[src/rtl/systolic_pe_array_os_if.sv]
`default_nettype none
// ============================================================================
//  Module   : systolic_pe_array_os_if
//  Purpose  : Operand-stream / result-row bundle for the output-stationary
//             systolic array.
//  Signals  : a_in, b_in, in_valid, in_last  (producer -> array)
//             in_ready                       (array -> producer)
//             out_row, out_row_idx, out_valid, out_last, out_sat, busy
//                                            (array -> consumer)
//             out_ready                      (consumer -> array)
//  Modports : master = operand producer / result consumer side
//             slave  = the array itself
//  Revision : 1.0  initial release
// ============================================================================
interface systolic_pe_array_os_if #(
   parameter int N      = 4,
   parameter int DATA_W = 8,
   parameter int OUT_W  = 16
) ();
   localparam int c_idx_w = (N > 1) ? $clog2(N) : 1;

   logic [N*DATA_W-1:0] a_in;
   logic [N*DATA_W-1:0] b_in;
   logic                in_valid;
   logic                in_last;
   logic                in_ready;
   logic [N*OUT_W-1:0]  out_row;
   logic [c_idx_w-1:0]  out_row_idx;
   logic                out_valid;
   logic                out_last;
   logic                out_sat;
   logic                out_ready;
   logic                busy;

   modport master (
      output a_in, b_in, in_valid, in_last, out_ready,
      input  in_ready, out_row, out_row_idx, out_valid, out_last, out_sat, busy
   );

   modport slave (
      input  a_in, b_in, in_valid, in_last, out_ready,
      output in_ready, out_row, out_row_idx, out_valid, out_last, out_sat, busy
   );
endinterface
`default_nettype wire

[src/rtl/systolic_pe_array_os.sv]
`default_nettype none
// ============================================================================
//  Module   : systolic_pe_array_os
//  Purpose  : N x N output-stationary systolic array computing one C = A x B
//             tile. K operand beats stream in (A columns on the west edge,
//             B rows on the north edge), the skew pipeline is flushed, then
//             C drains one saturated row per cycle under valid/ready.
//  Ports    : clk  - rising-edge clock
//             rst  - synchronous active-high reset
//             bus  - systolic_pe_array_os_if.slave
//                    a_in/b_in/in_valid/in_last/in_ready : operand beats
//                    out_row/out_row_idx/out_valid/out_last/out_sat/
//                    out_ready : result rows,  busy : array not idle
//  Revision : 1.0  initial release
// ============================================================================
module systolic_pe_array_os #(
   parameter int N      = 4,
   parameter int DATA_W = 8,
   parameter int ACC_W  = 24,
   parameter int OUT_W  = 16
) (
   input  logic                    clk,
   input  logic                    rst,
   systolic_pe_array_os_if.slave   bus
);
   localparam int c_idx_w = (N > 1) ? $clog2(N) : 1;
   localparam int c_cnt_w = $clog2(2 * N);
   localparam int c_pw    = 2 * DATA_W;

   localparam logic [c_cnt_w-1:0] c_flush_init = c_cnt_w'(2 * N - 2);
   localparam logic [c_idx_w-1:0] c_last_row   = c_idx_w'(N - 1);
   localparam logic [ACC_W-1:0]   c_acc_max    = '1;
   localparam logic [ACC_W-1:0]   c_out_max    = ACC_W'({OUT_W{1'b1}});

   localparam logic [1:0] c_st_idle    = 2'd0;
   localparam logic [1:0] c_st_compute = 2'd1;
   localparam logic [1:0] c_st_flush   = 2'd2;
   localparam logic [1:0] c_st_drain   = 2'd3;

   logic [1:0]          r_state;
   logic [c_cnt_w-1:0]  r_cnt;
   logic [c_idx_w-1:0]  r_row;

   logic w_in_ready;
   logic w_accept;
   logic w_hs;
   logic w_drain_done;

   // Skewed edge feeds into column 0 / row 0 of the PE grid.
   logic [DATA_W-1:0] w_a_west  [N];
   logic              w_av_west [N];
   logic [DATA_W-1:0] w_b_north [N];
   logic              w_bv_north[N];

   // Registered hop outputs of every PE, and the accumulators.
   logic [DATA_W-1:0] w_a_east  [N][N];
   logic              w_av_east [N][N];
   logic [DATA_W-1:0] w_b_south [N][N];
   logic              w_bv_south[N][N];
   logic [ACC_W-1:0]  w_acc     [N][N];

   assign w_in_ready   = (r_state == c_st_idle) || (r_state == c_st_compute);
   assign w_accept     = bus.in_valid && w_in_ready;
   assign w_hs         = (r_state == c_st_drain) && bus.out_ready;
   assign w_drain_done = w_hs && (r_row == c_last_row);

   // ------------------------------------------------------------------------
   // Control FSM
   // ------------------------------------------------------------------------
   always_ff @(posedge clk) begin
      if (rst) begin
         r_state <= c_st_idle;
         r_cnt   <= '0;
         r_row   <= '0;
      end else begin
         case (r_state)
            c_st_idle, c_st_compute: begin
               if (w_accept) begin
                  if (bus.in_last) begin
                     r_cnt <= c_flush_init;
                     // A 1x1 array has no skew to flush.
                     r_state <= (c_flush_init == '0) ? c_st_drain : c_st_flush;
                  end else begin
                     r_state <= c_st_compute;
                  end
               end
            end
            c_st_flush: begin
               // Counter is decremented to zero on the edge that enters DRAIN,
               // giving exactly 2N-2 flush cycles.
               r_cnt <= r_cnt - 1'b1;
               if (r_cnt <= c_cnt_w'(1)) begin
                  r_state <= c_st_drain;
               end
            end
            c_st_drain: begin
               if (w_hs) begin
                  if (r_row == c_last_row) begin
                     r_row   <= '0;
                     r_state <= c_st_idle;
                  end else begin
                     r_row <= r_row + 1'b1;
                  end
               end
            end
            default: r_state <= c_st_idle;
         endcase
      end
   end

   // ------------------------------------------------------------------------
   // Input skew: lane i of A and lane i of B are each delayed i cycles,
   // carrying their own valid so idle cycles travel as bubbles.
   // ------------------------------------------------------------------------
   genvar gi, gj;
   generate
      for (gi = 0; gi < N; gi++) begin : g_skew
         if (gi == 0) begin : g_direct
            assign w_a_west[gi]   = bus.a_in[gi*DATA_W +: DATA_W];
            assign w_av_west[gi]  = w_accept;
            assign w_b_north[gi]  = bus.b_in[gi*DATA_W +: DATA_W];
            assign w_bv_north[gi] = w_accept;
         end else begin : g_delay
            logic [DATA_W-1:0] r_ad [gi];
            logic [DATA_W-1:0] r_bd [gi];
            logic [gi-1:0]     r_av;
            logic [gi-1:0]     r_bv;

            always_ff @(posedge clk) begin
               if (rst) begin
                  for (int k = 0; k < gi; k++) begin
                     r_ad[k] <= '0;
                     r_bd[k] <= '0;
                  end
                  r_av <= '0;
                  r_bv <= '0;
               end else begin
                  r_ad[0] <= bus.a_in[gi*DATA_W +: DATA_W];
                  r_bd[0] <= bus.b_in[gi*DATA_W +: DATA_W];
                  r_av[0] <= w_accept;
                  r_bv[0] <= w_accept;
                  for (int k = 1; k < gi; k++) begin
                     r_ad[k] <= r_ad[k-1];
                     r_bd[k] <= r_bd[k-1];
                     r_av[k] <= r_av[k-1];
                     r_bv[k] <= r_bv[k-1];
                  end
               end
            end

            assign w_a_west[gi]   = r_ad[gi-1];
            assign w_av_west[gi]  = r_av[gi-1];
            assign w_b_north[gi]  = r_bd[gi-1];
            assign w_bv_north[gi] = r_bv[gi-1];
         end
      end

      // ---------------------------------------------------------------------
      // PE grid
      // ---------------------------------------------------------------------
      for (gi = 0; gi < N; gi++) begin : g_pe_row
         for (gj = 0; gj < N; gj++) begin : g_pe_col
            logic [DATA_W-1:0] w_a;
            logic              w_av;
            logic [DATA_W-1:0] w_b;
            logic              w_bv;
            logic [c_pw-1:0]   w_prod;
            logic [ACC_W:0]    w_sum;
            logic [DATA_W-1:0] r_a;
            logic              r_av;
            logic [DATA_W-1:0] r_b;
            logic              r_bv;
            logic [ACC_W-1:0]  r_acc;

            if (gj == 0) begin : g_west_edge
               assign w_a  = w_a_west[gi];
               assign w_av = w_av_west[gi];
            end else begin : g_west_pe
               assign w_a  = w_a_east[gi][gj-1];
               assign w_av = w_av_east[gi][gj-1];
            end

            if (gi == 0) begin : g_north_edge
               assign w_b  = w_b_north[gj];
               assign w_bv = w_bv_north[gj];
            end else begin : g_north_pe
               assign w_b  = w_b_south[gi-1][gj];
               assign w_bv = w_bv_south[gi-1][gj];
            end

            assign w_prod = c_pw'(w_a) * c_pw'(w_b);
            // One guard bit catches the overflow that triggers saturation.
            assign w_sum  = (ACC_W+1)'(r_acc) + (ACC_W+1)'(w_prod);

            always_ff @(posedge clk) begin
               if (rst) begin
                  r_a   <= '0;
                  r_av  <= 1'b0;
                  r_b   <= '0;
                  r_bv  <= 1'b0;
                  r_acc <= '0;
               end else begin
                  r_a  <= w_a;
                  r_av <= w_av;
                  r_b  <= w_b;
                  r_bv <= w_bv;
                  if (w_drain_done) begin
                     r_acc <= '0;
                  end else if (w_av && w_bv) begin
                     r_acc <= w_sum[ACC_W] ? c_acc_max : w_sum[ACC_W-1:0];
                  end
               end
            end

            assign w_a_east[gi][gj]   = r_a;
            assign w_av_east[gi][gj]  = r_av;
            assign w_b_south[gi][gj]  = r_b;
            assign w_bv_south[gi][gj] = r_bv;
            assign w_acc[gi][gj]      = r_acc;
         end
      end
   endgenerate

   // ------------------------------------------------------------------------
   // Drain path: select row r_row, clip each lane to OUT_W bits.
   // ------------------------------------------------------------------------
   logic [ACC_W-1:0]   w_sel [N];
   logic [N*OUT_W-1:0] w_out_row;
   logic               w_sat;
   logic               w_drain;

   assign w_drain = (r_state == c_st_drain);

   always_comb begin
      w_out_row = '0;
      w_sat     = 1'b0;
      for (int j = 0; j < N; j++) begin
         w_sel[j] = '0;
         for (int r = 0; r < N; r++) begin
            if (r_row == c_idx_w'(r)) begin
               w_sel[j] = w_acc[r][j];
            end
         end
         if (w_sel[j] > c_out_max) begin
            w_out_row[j*OUT_W +: OUT_W] = '1;
            w_sat = 1'b1;
         end else begin
            w_out_row[j*OUT_W +: OUT_W] = w_sel[j][OUT_W-1:0];
         end
      end
   end

   assign bus.in_ready    = w_in_ready;
   assign bus.busy        = (r_state != c_st_idle);
   assign bus.out_valid   = w_drain;
   assign bus.out_row     = w_drain ? w_out_row : '0;
   assign bus.out_row_idx = r_row;
   assign bus.out_last    = w_drain && (r_row == c_last_row);
   assign bus.out_sat     = w_drain && w_sat;

endmodule
`default_nettype wire

[src/flat_wrapper.sv]
// flat-port wrapper written by rule: the top's interface ports become plain ports
module systolic_pe_array_os_flat 
#(
   parameter int N      = 4,
   parameter int DATA_W = 8,
   parameter int ACC_W  = 24,
   parameter int OUT_W  = 16
)
  (clk, rst, bus_a_in, bus_b_in, bus_in_valid, bus_in_last, bus_out_ready, bus_in_ready, bus_out_row, bus_out_row_idx, bus_out_valid, bus_out_last, bus_out_sat, bus_busy);
  systolic_pe_array_os_if #(.N(N), .DATA_W(DATA_W), .OUT_W(OUT_W)) bus_i ();
  input  logic clk;
  input  logic rst;
  input wire logic [$bits(bus_i.a_in)-1:0] bus_a_in;
  input wire logic [$bits(bus_i.b_in)-1:0] bus_b_in;
  input wire logic [$bits(bus_i.in_valid)-1:0] bus_in_valid;
  input wire logic [$bits(bus_i.in_last)-1:0] bus_in_last;
  input wire logic [$bits(bus_i.out_ready)-1:0] bus_out_ready;
  output wire logic [$bits(bus_i.in_ready)-1:0] bus_in_ready;
  output wire logic [$bits(bus_i.out_row)-1:0] bus_out_row;
  output wire logic [$bits(bus_i.out_row_idx)-1:0] bus_out_row_idx;
  output wire logic [$bits(bus_i.out_valid)-1:0] bus_out_valid;
  output wire logic [$bits(bus_i.out_last)-1:0] bus_out_last;
  output wire logic [$bits(bus_i.out_sat)-1:0] bus_out_sat;
  output wire logic [$bits(bus_i.busy)-1:0] bus_busy;
  assign bus_i.a_in = bus_a_in;
  assign bus_i.b_in = bus_b_in;
  assign bus_i.in_valid = bus_in_valid;
  assign bus_i.in_last = bus_in_last;
  assign bus_i.out_ready = bus_out_ready;
  assign bus_in_ready = bus_i.in_ready;
  assign bus_out_row = bus_i.out_row;
  assign bus_out_row_idx = bus_i.out_row_idx;
  assign bus_out_valid = bus_i.out_valid;
  assign bus_out_last = bus_i.out_last;
  assign bus_out_sat = bus_i.out_sat;
  assign bus_busy = bus_i.busy;
  systolic_pe_array_os #(.N(N), .DATA_W(DATA_W), .ACC_W(ACC_W), .OUT_W(OUT_W)) u_core (.clk(clk), .rst(rst), .bus(bus_i));
endmodule
[config.mk]
export PLATFORM = sky130hd
export DESIGN_NAME = systolic_pe_array_os_flat
export DESIGN_NICKNAME = d
export VERILOG_FILES = /design/src/rtl/systolic_pe_array_os_if.sv /design/src/rtl/systolic_pe_array_os.sv /design/src/flat_wrapper.sv
export SDC_FILE = /design/constraint.sdc
export NUM_CORES = 2
export LEC_CHECK = 0
export CAP_MARGIN = 20
export CORE_MARGIN = 3
export CORE_UTILIZATION = 50
export CTS_CLUSTER_DIAMETER = 30
export DETAILED_ROUTE_END_ITERATION = 12
export PLACE_DENSITY_LB_ADDON = 0.2
export SYNTH_ARGS = -nofsm -noshare
export SYNTH_HDL_FRONTEND = slang
export SYNTH_SLANG_ARGS = --single-unit
[constraint.sdc]
create_clock -name clk -period 8.5 [get_ports clk]
set_input_delay 1.7 -clock clk [delete_from_list [all_inputs] [get_ports clk]]
set_output_delay 1.7 -clock clk [all_outputs]
set_load 0.01 [all_outputs]
==> metrics <==
status completed; Initial DRC Count ~3,500; count leader, synth inv_1; required time worst endpoint roughly 6800 ps; total power approximately 12 mW; Synthesized Nets between 9,000 and 10,000; Syn Inst Count approximately 8,000; Synth Area per Inst 8.55 sq um; WL/cell roughly 18 microns; Post-CTS Hold Fix Bufs 0; DRT Pass-1 Iters 6; Die W between 300 and 400 microns; layout cells sized above 1 between 5 and 6%; fmax 157 MHz; DR vias/cell ~5.4; highest metal used met4; top cells by count, synth inv_1, fa_1, dfxtp_1; fin nets approximately 9,600; count of different cell masters after synthesis 88; VDD IR-drop max between 0.15 and 0.2 mV; TritonCTS Sinks approximately 690; Area growth syn-to-layout 13.4%; Clk pwr share roughly 56%; grt ovf 0; pwr dens 161 nW/um^2; unrepaired setup endpoints after global routing no; max cap viols 0; setup bufs post-CTS 0; die height 375 microns; CP max FO 55; Sw Ratio 28.4%; largest net degree at the start of global routing around 200; number of flops mapped to enable cells by yosys 0; Static Leak 37.7 nW; metal3 WL 7870 microns; wl on met1 between 70,000 and 80,000 microns; WHS Path Cells 1; worst reg-to-reg setup slack around 2700 ps; Post-synth ARST share 0%; remaining antenna violation count 0; clock root cell clkbuf_16; clk buf depth 3; H-tree Lvls 4; reported net switching power between 3 and 4 mW; Worst Setup End Kind output pin; vias in the first global route ~57,000; final non-filler cell total ~10,000; synth top area cells fa_1, dfxtp_1, ha_1; Synth Warn # 0; row cnt around 130; clock period minus worst slack approximately 6400 ps; CP Launch Type flip-flop; HPWL Detailed ~130,000 microns; worst slew pin tran 1110 ps; Clock transition at path regs approximately 40 ps; first-pass GRT wire length about 290,000 microns; Worst Reg-to-Reg Cells 18; final-layout setup total negative slack 0 ps; Residual DRC 0; DRT Wirelength 175,000 microns; Fin Clk Skew 21.6 ps; initial antenna violation count 1; worst setup margin 2140 ps; register bit total from synthesis just under 700; Max Slew Vio Count 0; IO Pins 140; top-area cell type share of the netlist area around a quarter; Final Hold Fails 0; Core ar. roughly 130,000 sq um; Die ar. around 140,000 sq um; dominant cell type by area after synthesis fa_1; sequential share of the synthesized area slightly above 20%; PostCTS Resize Cnt 0; GP Congestion 0.904; Internal just under 9 mW; PortBufs 139; final core occ a little under three fifths; critical setup path kind reg2out; Logic pwr share between 10% and 20%; Worst Hold Class reg2reg; Synth Flop Type dfxtp_1; final setup violation count 0; CTS tree done; via count about 54,000; clock latency at the later pin of the worst-skew pair just under 800 ps; dpl ws between 1000 and 1500 ps; Initial Util between 50% and 60%; max_slew headroom 25.9%; met2 WL 86,600 microns; Period Utilization, post-route 74.8%; Post-Syn Area between 60,000 and 70,000 sq um; DP Cell Count 9,625; cts bufs inserted around 180; GR Util All Layers 25.4%; register share of total power between 20% and 30%; Worst Path Arrival ~4700 ps
==> worst paths after layout <==
kind | to | startpoint
min reg2reg | u_core.g_skew[2].g_delay.r_ad[0][12]$_SDFF_PP0_ | u_core.g_skew[2].g_delay.r_ad[0][4]$_SDFF_PP0_
max | bus_out_row[48] | u_core.bus.out_row_idx[0]$_SDFFE_PP0P_
min | u_core.g_skew[2].g_delay.r_ad[0][12]$_SDFF_PP0_ | u_core.g_skew[2].g_delay.r_ad[0][4]$_SDFF_PP0_
max reg2reg | u_core.g_pe_row[2].g_pe_col[2].r_acc[16]$_SDFFE_PP0P_ | u_core.g_pe_row[2].g_pe_col[1].r_a[7]$_SDFF_PP0_
==> per-stage QoR <==
step,hold slack (ps),area (sq um)
2_1_floorplan,414,68200
3_3_place_gp,416,71000
3_5_place_dp,420,71000
4_1_cts,423,77300
5_1_grt,447,77300
6_report,422,77300
==> flip-flops by register name (all words and copies together), names as in the netlist <==
register	cells
u_core.g_pe_row.g_pe_col.r_acc	384
u_core.g_pe_row.g_pe_col.r_a	96
u_core.g_pe_row.g_pe_col.r_b	96
u_core.g_skew.g_delay.r_ad	48
u_core.g_skew.g_delay.r_bd	48
u_core.g_pe_row.g_pe_col.r_bv	3
u_core.r_cnt	3
u_core.bus.out_row_idx	2
u_core.g_skew.g_delay.r_bv	2
u_core.r_state	2
u_core.g_pe_row.g_pe_col.r_av	1
==> power groups by stage <==
| stage | registers, mW | clock network, mW | logic, mW |
|---|---|---|---|
| floorplan | 3.47 | 0 | 1.48 |
| global placement | 3.57 | 0 | 1.93 |
| detailed placement | 3.58 | 0 | 1.97 |
| CTS | 3.52 | 7.09 | 1.98 |
| global route | 3.53 | 7.27 | 2.26 |
| finish | 3.52 | 6.98 | 1.97 |
==> layer usage <==
metal,global-route usage [%],vias up
li1,-,25794
met1,31.4,26471
met2,44.4,1287
met3,3.47,377
met4,10.5,0
met5,0,-
==> layout make-up <==
class | instances | area [sq um]
sequential | 685 | 13700
timing repair buffer | 167 | 1630
antenna | 2 | 5.00
clock inverter | 114 | 1460
inverter | 1610 | 6040
clock buffer | 217 | 4850
multi-input combinational | 5400 | 47400
tap | 1768 | 2210
fill | 12041 | 57100
==> critical path: stages, from the launching register on <==
cell	delay, ps
dfxtp_1	370
inv_1	190
ha_4	670
buf_4	720
a311oi_1	230
a21oi_2	850
a21oi_1	220
clkdlybuf4s50_1	550
==> cell families (layout without fill, tap and decap cells) <==
kind of cell               Yosys count  after routing  synth area share (%)
and+or+nand+nor                   2195           2195                  16.8
buffers and inverters             1896           2108                  10.5
AOI/OAI and AO/OA                 1509           1509                  13.9
adders and majority gates         1462           1462                  35.6
DFF                                685            685                  20.1
xor gates and xnor gates           212            212                  2.72
muxes                               22             22                 0.327
other                                0              2                     0
==> cell usage in the layout, fill, tap and decap left out, types with 138 or more instances in the layout <==
master and n:
a21oi_1 504, a31oi_1 145, and2_1 579, clkbuf_16 181, clkdlybuf4s50_1 138, dfxtp_1 680, fa_1 800, ha_1 658
inv_1 1609, nand2_1 630, nor2_1 247, nor2b_1 328, o21ai_0 339
Note: power is estimated with default switching activity, not from simulation.
